**config.mk**
```make
export PLATFORM = sky130hd
export DESIGN_NAME = otter_uart_tx
export DESIGN_NICKNAME = d
export VERILOG_FILES = /design/src/rtl/otter_uart_pkg.sv /design/src/rtl/otter_sync_fifo.sv /design/src/rtl/otter_uart_tx.sv
export SDC_FILE = /design/constraint.sdc
export NUM_CORES = 1
export LEC_CHECK = 0
export ABC_AREA = 1
export BUFFER_PORTS_ARGS = -buffer_cell sky130_fd_sc_hd__buf_2
export CORE_MARGIN = 8
export CORE_UTILIZATION = 25
export DETAILED_ROUTE_END_ITERATION = 10
export HOLD_SLACK_MARGIN = 0.02
export PLACE_DENSITY_LB_ADDON = 0.08
export SLEW_MARGIN = 20
export SYNTH_ARGS = -nofsm -noshare
export SYNTH_HDL_FRONTEND = slang
export SYNTH_HIERARCHICAL = 1
export SYNTH_SLANG_ARGS = --single-unit
```
**constraint.sdc**
```tcl
create_clock -name CLK -period 5.2 [get_ports CLK]
set_input_delay 0.78 -clock CLK [delete_from_list [all_inputs] [get_ports CLK]]
set_output_delay 0.78 -clock CLK [all_outputs]
set_load 0.005 [all_outputs]
```
**src/rtl/otter_uart_pkg.sv**
```systemverilog
// Shared 8N1 UART definitions, intended for reuse by a matching receiver.
package otter_uart_pkg;

    localparam int DEFAULT_CLKS_PER_BIT = 434;
    localparam int FRAME_BITS           = 10;
    localparam int DATA_BITS            = 8;

    typedef logic [1:0] uart_state_t;

    localparam uart_state_t ST_IDLE  = 2'd0;
    localparam uart_state_t ST_START = 2'd1;
    localparam uart_state_t ST_DATA  = 2'd2;
    localparam uart_state_t ST_STOP  = 2'd3;

endpackage

```
**src/rtl/otter_sync_fifo.sv**
```systemverilog
// Single-clock FIFO with occupancy count; storage is not reset, only pointers and count.
module otter_sync_fifo #(
    parameter int WIDTH = 8,
    parameter int DEPTH = 4
) (
    input  logic                     clk_i,
    input  logic                     rst_n_i,
    input  logic                     push_i,
    input  logic [WIDTH-1:0]         push_data_i,
    input  logic                     pop_i,
    output logic [WIDTH-1:0]         pop_data_o,
    output logic                     full_o,
    output logic                     empty_o,
    output logic [$clog2(DEPTH):0]   count_o
);
    localparam int AW = $clog2(DEPTH);
    localparam int CW = AW + 1;
    localparam logic [CW-1:0] FULL_COUNT = CW'(DEPTH);

    logic [WIDTH-1:0] mem_q [DEPTH];
    logic [AW-1:0]    wr_ptr_q, wr_ptr_d;
    logic [AW-1:0]    rd_ptr_q, rd_ptr_d;
    logic [CW-1:0]    count_q, count_d;
    logic             do_push, do_pop;

    assign full_o     = (count_q == FULL_COUNT);
    assign empty_o    = (count_q == '0);
    assign do_push    = push_i && !full_o;
    assign do_pop     = pop_i && !empty_o;
    assign pop_data_o = mem_q[rd_ptr_q];
    assign count_o    = count_q;

    // DEPTH is a power of two, so the pointers wrap naturally.
    always_comb begin
        wr_ptr_d = wr_ptr_q;
        rd_ptr_d = rd_ptr_q;
        count_d  = count_q;
        if (do_push) wr_ptr_d = wr_ptr_q + 1'b1;
        if (do_pop)  rd_ptr_d = rd_ptr_q + 1'b1;
        if (do_push && !do_pop)      count_d = count_q + 1'b1;
        else if (do_pop && !do_push) count_d = count_q - 1'b1;
    end

    always_ff @(posedge clk_i) begin
        if (do_push) mem_q[wr_ptr_q] <= push_data_i;
    end

    always_ff @(posedge clk_i or negedge rst_n_i) begin
        if (!rst_n_i) begin
            wr_ptr_q <= '0;
            rd_ptr_q <= '0;
            count_q  <= '0;
        end else begin
            wr_ptr_q <= wr_ptr_d;
            rd_ptr_q <= rd_ptr_d;
            count_q  <= count_d;
        end
    end

endmodule

```
**src/rtl/otter_uart_tx.sv**
```systemverilog
// 8N1 UART transmitter fed by a small FIFO; the serial output is registered.
//   state    | meaning
//   ST_IDLE  | line high, waiting for a FIFO entry
//   ST_START | start bit (low)
//   ST_DATA  | eight data bits, LSB first
//   ST_STOP  | stop bit (high); chains straight into ST_START if FIFO non-empty
module otter_uart_tx
    import otter_uart_pkg::*;
#(
    parameter int CLKS_PER_BIT = DEFAULT_CLKS_PER_BIT,
    parameter int FIFO_DEPTH   = 4
) (
    input  logic                          CLK,
    input  logic                          RST_N,
    input  logic [7:0]                    TX_DATA,
    input  logic                          TX_VALID,
    output logic                          TX_READY,
    output logic                          TX_SERIAL,
    output logic                          BUSY,
    output logic [$clog2(FIFO_DEPTH):0]   FIFO_COUNT
);
    localparam logic [15:0] CNT_LAST = 16'(CLKS_PER_BIT - 1);
    localparam logic [2:0]  IDX_LAST = 3'(DATA_BITS - 1);

    uart_state_t state_q, state_d;
    logic [15:0] cnt_q, cnt_d;
    logic [2:0]  idx_q, idx_d;
    logic [7:0]  shift_q, shift_d;
    logic        tx_q, tx_d;
    logic        fifo_full, fifo_empty, fifo_pop, bit_done;
    logic [7:0]  fifo_head;

    otter_sync_fifo #(
        .WIDTH (8),
        .DEPTH (FIFO_DEPTH)
    ) u_fifo (
        .clk_i       (CLK),
        .rst_n_i     (RST_N),
        .push_i      (TX_VALID && TX_READY),
        .push_data_i (TX_DATA),
        .pop_i       (fifo_pop),
        .pop_data_o  (fifo_head),
        .full_o      (fifo_full),
        .empty_o     (fifo_empty),
        .count_o     (FIFO_COUNT)
    );

    assign TX_READY  = !fifo_full;
    assign TX_SERIAL = tx_q;
    assign BUSY      = (state_q != ST_IDLE) || !fifo_empty;
    assign bit_done  = (cnt_q == CNT_LAST);
    assign fifo_pop  = !fifo_empty &&
                       ((state_q == ST_IDLE) || ((state_q == ST_STOP) && bit_done));

    always_comb begin
        state_d = state_q;
        cnt_d   = cnt_q;
        idx_d   = idx_q;
        shift_d = shift_q;
        if (state_q != ST_IDLE) cnt_d = bit_done ? '0 : cnt_q + 1'b1;
        case (state_q)
            ST_IDLE: begin
                if (fifo_pop) begin
                    state_d = ST_START;
                    shift_d = fifo_head;
                end
            end
            ST_START: begin
                if (bit_done) state_d = ST_DATA;
            end
            ST_DATA: begin
                if (bit_done) begin
                    shift_d = shift_q >> 1;
                    idx_d   = idx_q + 1'b1;
                    if (idx_q == IDX_LAST) state_d = ST_STOP;
                end
            end
            ST_STOP: begin
                if (bit_done) begin
                    if (fifo_pop) begin
                        state_d = ST_START;
                        shift_d = fifo_head;
                    end else begin
                        state_d = ST_IDLE;
                    end
                end
            end
            default: state_d = ST_IDLE;
        endcase
    end

    // The line follows the state one cycle later; every bit still lasts CLKS_PER_BIT cycles.
    always_comb begin
        tx_d = 1'b1;
        case (state_q)
            ST_START: tx_d = 1'b0;
            ST_DATA:  tx_d = shift_q[0];
            default:  tx_d = 1'b1;
        endcase
    end

    always_ff @(posedge CLK or negedge RST_N) begin
        if (!RST_N) begin
            state_q <= ST_IDLE;
            cnt_q   <= '0;
            idx_q   <= '0;
            shift_q <= '0;
            tx_q    <= 1'b1;
        end else begin
            state_q <= state_d;
            cnt_q   <= cnt_d;
            idx_q   <= idx_d;
            shift_q <= shift_d;
            tx_q    <= tx_d;
        end
    end

endmodule

```
== Word-level counts from Yosys, hierarchy flattened ==
Memories as Yosys holds them, arrays and structs flattened.
Index checks and enable logic that the tools add are counted.

* Bits in registers: 37
* Bits in latches: 0
* Memory bits (writable): 32
* Bits in read-only memories: 0
* Input port bits: 11
* Output and inout port bits: 6
* Word-level logic and storage cells: 64
* Memories kept: 1

{| class="wikitable"
|+ Memory list
! memory !! depth !! bits a word !! read ports !! clocked after memory_dff !! write ports !! line !! source
|-
| u_fifo.mem_q || 4 || 8 || 1 || 0 || 1 || otter_sync_fifo.sv:20 || <nowiki>logic [WIDTH-1:0] mem_q [DEPTH];</nowiki>
|}

* Add/sub/neg operators: 6
* $mul: 0
* Divide/modulo/power cells: 0
* $lt $le $gt $ge: 0
* Equality and inequality tests: 11
* Shift-type cells: 0
* Mux-type cells: 17
* Bitwise operators: 0
* Reductions and logical operators: 21

{| class="wikitable"
|+ Operators by type and width
! operator !! count
|-
| 8-bit 2-to-1 mux || 3
|-
| 8-bit one-hot mux with 3 select lines || 1
|-
| 16-bit by 1-bit adder with 16-bit output, second input constant || 1
|-
| 16-bit by 9-bit equality test with 1-bit output, second input constant || 1
|-
| 16-bit 2-to-1 mux || 1
|-
| 2-bit 2-to-1 mux || 5
|-
| 2-bit != test, second input constant || 4
|-
| 2-bit one-hot mux with 4 select lines || 1
|-
| 1-bit logical AND || 7
|-
| 3-bit by 1-bit adder with 3-bit output, second input constant || 2
|-
| 3-bit equality test, second input constant || 2
|-
| 3-bit 2-to-1 mux || 2
|-
| 5-bit AND reduction || 1
|-
| 2-bit by 1-bit adder with 2-bit output, second input constant || 2
|-
| 2-bit equality test, second input constant || 2
|-
| 1-bit zero test || 4
|-
| 2-bit nonzero test || 2
|-
| 3-bit zero test || 1
|-
| 1-bit 2-to-1 mux || 3
|-
| 3-bit AND reduction || 1
|-
| 3-bit nonzero test || 1
|-
| 3-bit by 1-bit subtractor with 3-bit output, second input constant || 1
|-
| 2-bit by 1-bit equality test with 1-bit output, second input constant || 1
|-
| 2-bit zero test || 1
|-
| 4 further kinds || 5
|}

== Depth between registers and ports, before layout ==
Gate-level depths: netlist (run 1).

* Word-level depth: 8
* Depth in mapped cells: 17
* Gate-level depth less buffers: 17

== Cells and area by module ==
The synthesis (run 1) kept the hierarchy.

{| class="wikitable"
|+ By module, submodules not included
! module !! instances !! cells each !! area an instance (µm²) !! seq. area each (µm²)
|-
| otter_sync_fifo || 1 || 154 || 1734.2 || 1136.1
|-
| otter_uart_tx || 1 || 220 || 1727.9 || 752.0
|}

== Least setup slack after synthesis (run 1) ==
No wires, ideal clock.

* Kind: reg-to-reg
* Start: reg cnt_q[1]
* End: reg u_fifo.count_q[1], in the netlist u_fifo/count_o[1]
* Data arrival time: 2.046 ns
* Required time: 5.074 ns
* Setup slack: 3.028 ns
* Cell stages (with the launch flop): 15
* Cell sequence: dfrtp_1 inv_1 ha_1 nand3_1 nor2_1 nand2_4 nand2_2 nand2_2 inv_1 nand2_1 ha_1 inv_1 fa_1 nand2_1 o21ai_0

* Word-level cells in the longest chain between the ends: 8

{| class="wikitable"
|+ RTL lines
! what !! line !! source
|-
| start, declared || otter_uart_tx.sv:26 || <nowiki>logic [15:0] cnt_q, cnt_d;</nowiki>
|-
| start signal, assigned || otter_uart_tx.sv:111 || <nowiki>cnt_q <= cnt_d;</nowiki>
|-
| 16-bit by 9-bit equality test with 1-bit output || otter_uart_tx.sv:51 || <nowiki>assign bit_done = (cnt_q == CNT_LAST);</nowiki>
|-
| 1-bit logical AND || otter_uart_tx.sv:53 || <nowiki>((state_q == ST_IDLE) || ((state_q == ST_STOP) && bit_done));</nowiki>
|-
| 1-bit logical OR || otter_uart_tx.sv:53 ||
|-
| 1-bit logical AND || otter_uart_tx.sv:52 || <nowiki>assign fifo_pop = !fifo_empty &&</nowiki>
|-
| named net fifo_pop || otter_uart_tx.sv:30 || <nowiki>logic fifo_full, fifo_empty, fifo_pop, bit_done;</nowiki>
|-
| 1-bit logical AND || otter_sync_fifo.sv:29 || <nowiki>assign do_pop = pop_i && !empty_o;</nowiki>
|-
| 1-bit zero test || otter_sync_fifo.sv:40 || <nowiki>if (do_push && !do_pop) count_d = count_q + 1'b1;</nowiki>
|-
| 1-bit logical AND || otter_sync_fifo.sv:40 ||
|-
| 3-bit 2-to-1 mux || otter_sync_fifo.sv:40 ||
|-
| named net u_fifo.count_d[1] || otter_sync_fifo.sv:23 || <nowiki>logic [CW-1:0] count_q, count_d;</nowiki>
|-
| end signal, assigned || otter_sync_fifo.sv:56 || <nowiki>count_q <= count_d;</nowiki>
|-
| end, declared || otter_sync_fifo.sv:23 ||
|}

The timed path passes the listed nets, and every way through them passes these cells.
A chain may end at the register's enable or synchronous reset.

== Worst setup path after layout (run 1) ==
* Start: reg state_q[0]
* End: reg u_fifo.count_q[1], in the netlist u_fifo/count_o[1]

* Word-level cells in the longest chain between the ends: 8

{| class="wikitable"
|+ RTL lines
! what !! line !! source
|-
| start, declared || otter_uart_tx.sv:25 || <nowiki>uart_state_t state_q, state_d;</nowiki>
|-
| start signal, assigned || otter_uart_tx.sv:110 || <nowiki>state_q <= state_d;</nowiki>
|-
| 2-bit equality test || otter_uart_tx.sv:53 ||
|-
| 1-bit logical AND || otter_uart_tx.sv:53 ||
|-
| 1-bit logical OR (*) || otter_uart_tx.sv:53 ||
|-
| 1-bit logical AND (*) || otter_uart_tx.sv:52 ||
|-
| named net fifo_pop || otter_uart_tx.sv:30 ||
|-
| 1-bit logical AND (*) || otter_sync_fifo.sv:29 ||
|-
| 1-bit zero test (*) || otter_sync_fifo.sv:40 ||
|-
| 1-bit logical AND (*) || otter_sync_fifo.sv:40 ||
|-
| 3-bit 2-to-1 mux (*) || otter_sync_fifo.sv:40 ||
|-
| named net u_fifo.count_d[1] || otter_sync_fifo.sv:23 ||
|}

The timed path passes the listed nets; every way through them passes the cells marked *.

==> impl_metrics.py, run 1 <==
metrics = {
    "setup_path": {
        "worstPathArrival_ps": 2660,
        "critPathLaunchType": "flip-flop",
        "crit_type": "flip-flop to flip-flop",
        "crit_fanout": 10,
        "crit_required_ps": 5420,
        "crit_path_end_kind": "flip-flop",
    },
    "clocking": {
        "clk_pin_slew_ps": 60,
        "clk_latency_ps": 340,
        "cts_tree": "done",
        "cts_setup_buffers": 0,
        "ctsHoldBuffers": 0,
        "max-clock-path-buffers": 2,
        "cts.sinks": 69,
        "cts.htree.levels": 3,
        "ctsResizeCount": 0,
        "cts_buffers": 9,
        "cts_root_buf": "clkbuf_16",
    },
    "logic_synthesis": {
        "synth.area.top_cells": "edfxtp_1 (28%), dfrtp_1 (26%), nand2_1 (12%)",
        "synth_top_area_frac": 0.2776,
        "ys_seq_elements": 69,
        "syn_nets": 400,
        "syn_avg_cell_area_um2": 9.257,
        "synth.distinct_cells": 35,
        "synth-main-ff-cell": "dfrtp_1",
        "syn_area_um2": 3462,
        "async_flop_share": 0.5362,
        "synthCells": 374,
        "synth_edf_count": 32,
        "synth_seq_area_share": 0.5454,
        "yosys_warnings": 6,
        "yosysTopAreaCell": "edfxtp_1",
    },
    "grt": {
        "grt_max_degree": 38,
        "antenna_found_initial": 0,
        "grt_pass1_vias": 2452,
        "groute.usage.overall": 0.09021,
        "grt-ovfl-total": 0,
        "grt_pass1_wl_um": 12500,
    },
    "floorplanning": {
        "core-area_um2": 13720,
        "start_util": 0.2523,
        "die_y_um": 133.7,
        "die-area_um2": 17870,
        "row_count": 43,
        "die_w_um": 133.7,
        "io_pins": 17,
    },
    "cells_and_area": {
        "syn_to_final_growth_pct": 15.94,
        "n_antenna_cell": 0,
        "most-common-layout-cells": "nand2_1 (112), inv_1 (61), dfrtp_1 (36)",
        "layout-drive-gt1-share": 0.1225,
        "num-nets-final": 421,
        "layout_commonest_cell": "nand2_1",
    },
    "timing": {
        "fin_crit_ps": 2440,
        "fmax_ghz": 0.4099,
        "timing.final.crit_share": 0.4692,
        "setup_tns_ps": 0,
        "hold_violations": 0,
        "finalSetupViolations": 0,
        "finClkSkew_ps": 5.193,
        "worst_pin_slew_ps": 886.2,
        "maxSlewViolCount": 0,
        "relSlewSlack": 0.4092,
        "rsz0062_at_grt": "no",
    },
    "route": {
        "routed_wl_um": 7209,
        "drtIter0Drc": 150,
        "wire_per_inst_um": 12.43,
        "avgViaCountPerCell": 4.053,
        "drc": 0,
        "drtAntennaViolNets": 0,
        "first_pass_iters": 5,
        "vias": 2351,
    },
    "placed_design": {
        "finalWeightedCongestion": 0.6965,
        "portBuffers": 16,
        "hpwlAfterDp_um": 5046,
    },
    "power_and_ir_drop": {
        "total_power_w": 0.001515,
        "powerDensity_nw_per_um2": 377.4,
        "power.leakage_nw": 1.913,
        "power.share.clock": 0.411,
        "ir_drop_uv": 145.0,
        "seqPwrFrac": 0.448,
        "comb_power_share": 0.140,
        "p_sw_w": 0.0004202,
        "switching_share": 0.2775,
        "cell_internal_pwr_w": 0.001094,
    },
    "min_path": {
        "min-delay-path-class": "flip-flop to flip-flop",
    },
    "job": {
        "max_cap_viol_count": 0,
    },
    "outcome": {
        "outcome": "completed",
    },
}
==> final timing paths <==
path                             from                 to  slack [ps]  cells past startpoint
min reg2reg                shift_q[0]         shift_q[0]         470                      2
max in group asynchronous       RST_N           cnt_q[2]        4070                      1
min                        shift_q[0]         shift_q[0]         470                      2
min in group asynchronous       RST_N          cnt_q[10]         570                      1
max                        state_q[0]  u_fifo/count_o[1]        2760                     12
max reg2reg                state_q[0]  u_fifo/count_o[1]        2760                     12
==> state kept, by name, summed over array words and instances (netlist names) <==
name and cells:
u_fifo/count_o 3, u_fifo/mem_q 32, cnt_q 16, u_fifo/wr_ptr_q 2, TX_SERIAL 1, idx_q 3, shift_q 8, u_fifo/rd_ptr_q 2
state_q 2
==> synth_stat cells (2+ instances only) <==
library cell and number:
edfxtp_1 32, nor2_2 4, buf_2 2, inv_2 4, nor3_1 3, clkinv_1 2
nand2_4 3, o211ai_1 16, xnor2_1 2, buf_6 2, inv_1 61, o21bai_1 2
nand4_1 5, dfrtp_1 36, nand3_1 22, nor2_1 16, ha_1 14, a21oi_1 7
xor2_1 6, nand2_1 112, o21ai_1 2, o21ai_0 4, nand2_2 4, nand3b_1 2
==> area by class of cell <==
cell class              instances  area (µm²)
fillers                      1501        9706
flip-flops and latches         69        1888
multi-input cells             232        1269
inverters                      67       251.5
clock buffers                  10       229.0
well taps                     180       225.2
repair buffers                 16       80.08
clock inverters                 6       71.32
==> power groups by stage <==
stage	clock, W	sequential, W	combinational (W)
after floorplan	0	0.000685	0.000142
after global placement	0	0.000690	0.000222
after detailed placement	0	0.000690	0.000223
after CTS	0.000648	0.000681	0.000222
after global routing	0.000669	0.000688	0.000256
final	0.000623	0.000679	0.000213
==> cells by family (layout without fill, tap and decap cells) <==
family,Yosys count,after routing,synth area share
simple gates,173,173,0.2183
xor+xnor,8,8,0.02024
flops,69,69,0.5454
fa+ha+maj,15,15,0.05638
compound gates,36,36,0.07156
buf+inv,73,99,0.08818
==> critical path: stages (launching register included) <==
cell     delay, ps
dfrtp_1        430
inv_1          130
ha_1           240
inv_2          120
a21oi_1        240
nand2_2        120
inv_1          120
nand2_1         80
ha_1           210
inv_1           90
fa_1           410
nand2_1         70
o21ai_0         70
==> per-layer routing <==
| layer | wire, µm | part of all wire | global-route usage | vias to the layer above |
|---|---|---|---|---|
| li1 | - | - | - | 1239 |
| met1 | 3399 | 0.47 | 0.1113 | 1070 |
| met2 | 3393 | 0.47 | 0.1388 | 30 |
| met3 | 277 | 0.038 | 0.03125 | 12 |
| met4 | 138 | 0.019 | 0.04117 | 0 |
| met5 | 0 | 0 | 0 | - |
==> per-stage QoR <==
step	instances	utilization	instance area [µm²]	hold slack (ps)	setup WS, ps
finish	580	0.2926	4014	467.9	2760
detailed placement	564	0.2707	3714	458.8	2751
floorplan	374	-	3462	441.7	3028
global placement	564	0.2707	3714	457.4	2788
global route	580	0.2926	4014	481.5	2559
CTS	580	0.2926	4014	474.2	2738
(Power assumes the default switching activity.)
==> run 2: changes to the inputs <==
Clock period 5.2 ns to 2.3 ns, I/O delays scaled along.
==> run 2 against run 1 <==
Clock skew about the same. Final cell count rose by 4.0%. Clock power up 110%. Cell area up 4.1%. Fmax rose by 15%.
==> impl_metrics.py, run 2 (synthesized netlist as in run 1, its figures left out) <==
metrics = {
    "setup_path": {
        "timing.rr.end": "u_fifo/count_o[1]",
        "r2r-start": "cnt_q[1]",
        "max_stage_delay_ps": 410,
        "startpoint": "cnt_q[1]",
        "crit_path_end_kind": "flip-flop",
        "cp_slowest_cell": "fa_1",
        "crit_fanout": 3,
        "r2r_setup_slack_ps": 190,
        "crit_buf_inv": 3,
        "worstRegToRegCells": 14,
        "worstPathArrival_ps": 2330,
        "crit_chain": "inv_1, ha_1, nand3_1, nor2_2, nand2_4, nand2_2, nand2_2, inv_2, nand2_1, ha_1, inv_1, fa_1, nand2_1, o21ai_0",
        "critPathLaunchType": "flip-flop",
        "crit_type": "flip-flop to flip-flop",
        "crit_family": "adder cells",
        "crit_required_ps": 2520,
    },
    "cells_and_area": {
        "largest_reg_flops": 32,
        "most-common-layout-cells": "nand2_1 (112), inv_1 (60), dfrtp_1 (36)",
        "num-nets-final": 444,
        "register_area_um2": 1888,
        "n_antenna_cell": 0,
        "layout_commonest_cell": "nand2_1",
        "top_regs": "u_fifo/mem_q (32), cnt_q (16), shift_q (8)",
        "multi_input_area_um2": 1275,
        "fin_util": 0.3044,
        "syn_to_final_growth_pct": 20.64,
        "layout-drive-gt1-share": 0.1773,
        "num-fill-cells": 1459,
        "max_flop_register": "u_fifo/mem_q",
    },
    "clocking": {
        "cts_root_buf": "clkbuf_16",
        "clk_latency_ps": 340,
        "cts_buffers": 9,
        "max-clock-path-buffers": 2,
        "cts.sinks": 69,
        "clk_pin_slew_ps": 60,
        "cts.htree.levels": 3,
        "cts_tree": "done",
    },
    "route": {
        "drc": 0,
        "drtIter0Drc": 131,
        "routed_wl_um": 7237,
        "vias": 2449,
        "avgViaCountPerCell": 4.061,
        "drtAntennaViolNets": 0,
        "first_pass_iters": 4,
        "wire_per_inst_um": 12.00,
    },
    "power_and_ir_drop": {
        "ir_drop_uv": 402.9,
        "power.leakage_nw": 2.023,
        "seqPwrFrac": 0.449,
        "cell_internal_pwr_w": 0.002425,
        "switching_share": 0.2852,
        "comb_power_share": 0.164,
        "powerDensity_nw_per_um2": 812.3,
        "power.share.clock": 0.387,
        "p_sw_w": 0.0009675,
    },
    "timing": {
        "finalSetupViolations": 0,
        "timing.final.crit_share": 0.9184,
        "fmax_ghz": 0.4734,
        "finClkSkew_ps": 5.418,
        "worst_pin_slew_ps": 516.1,
        "relSlewSlack": 0.6554,
        "rsz0062_at_grt": "no",
        "fin_crit_ps": 2112,
        "hold_violations": 0,
        "worst_slack_ps": 187.6,
        "whs_ps": 221.6,
        "setup_tns_ps": 0,
        "maxSlewViolCount": 0,
    },
    "grt": {
        "antenna_found_initial": 0,
        "grt_max_degree": 34,
        "grt_pass1_wl_um": 12630,
        "grt_pass1_vias": 2521,
        "groute.usage.overall": 0.09151,
        "grt-ovfl-total": 0,
    },
    "floorplanning": {
        "die_y_um": 133.7,
        "start_util": 0.2523,
        "io_pins": 17,
        "die_w_um": 133.7,
        "die-area_um2": 17870,
        "core-area_um2": 13720,
        "row_count": 43,
    },
    "job": {
        "max_cap_viol_count": 0,
    },
    "placed_design": {
        "hpwlAfterDp_um": 5154,
        "portBuffers": 16,
        "dp_slack_ps": 43.63,
        "finalWeightedCongestion": 0.7057,
    },
    "min_path": {
        "min_to": "u_fifo/mem_q[0][5]",
        "min_from": "TX_DATA[5]",
        "whs_path_depth": 1,
        "min-delay-path-class": "primary input to flip-flop",
    },
    "outcome": {
        "outcome": "completed",
    },
}
run 2: worst max-delay path by stage:
stage	slack, ps	cells after the start	end
2_1_floorplan	130	14	u_fifo/count_o[1]
3_3_place_gp	100	14	u_fifo/count_o[1]
3_5_place_dp	40	14	u_fifo/count_o[1]
4_1_cts	50	14	u_fifo/count_o[1]
5_1_grt	20	14	u_fifo/count_o[1]
6_report	190	14	u_fifo/count_o[1]
run 2: worst register-to-register path, cell delays in order, from the launching register on:
cell,delay (ps)
dfrtp_1,370
inv_1,70
ha_1,140
nand3_1,80
nor2_2,160
nand2_4,70
nand2_2,80
nand2_2,80
inv_2,70
nand2_1,70
ha_1,190
inv_1,80
fa_1,410
nand2_1,70
o21ai_0,70
run 2: power groups by stage:
| stage | logic [W] | clock network (W) | registers, W |
|---|---|---|---|
| detailed placement | 0.000580 | 0 | 0.00155 |
| global route | 0.000656 | 0.00143 | 0.00154 |
| finish | 0.000557 | 0.00131 | 0.00152 |
| floorplan | 0.000322 | 0 | 0.00155 |
| CTS | 0.000582 | 0.00137 | 0.00153 |
| global placement | 0.000578 | 0 | 0.00155 |
run 2: timing repair:
action | in CTS | in global routing
gates resized for setup | 0 | 3
endpoints found under the hold margin | 13 | 0
hold buffers | 1 | 0
setup endpoints to repair | 0 | 2
buffers inserted | 0 | 1
run 2: metal layers:
layer | vias up | GRT usage | routed length [µm]
met5 | - | 0 | 0
met1 | 1135 | 0.1075 | 3460
met3 | 12 | 0.03012 | 206
met4 | 0 | 0.04492 | 160
li1 | 1281 | - | -
met2 | 21 | 0.1472 | 3409
run 2: cell type report:
class,count,share of cell area
flip-flops and latches,69,0.4521
multi-input cells,232,0.3053
repair buffers,39,0.06111
inverters,67,0.06022
clock buffers,9,0.05392
well taps,180,0.05392
clock inverters,7,0.01348
run 2: per-stage QoR:
stage / area (µm²) / total power, W / instances
5_1_grt: 4177 / 0.003626 / 603
6_report: 4177 / 0.003393 / 603
3_5_place_dp: 3871 / 0.002130 / 585
2_1_floorplan: 3462 / 0.001871 / 374
4_1_cts: 4163 / 0.003474 / 602
3_3_place_gp: 3871 / 0.002126 / 585
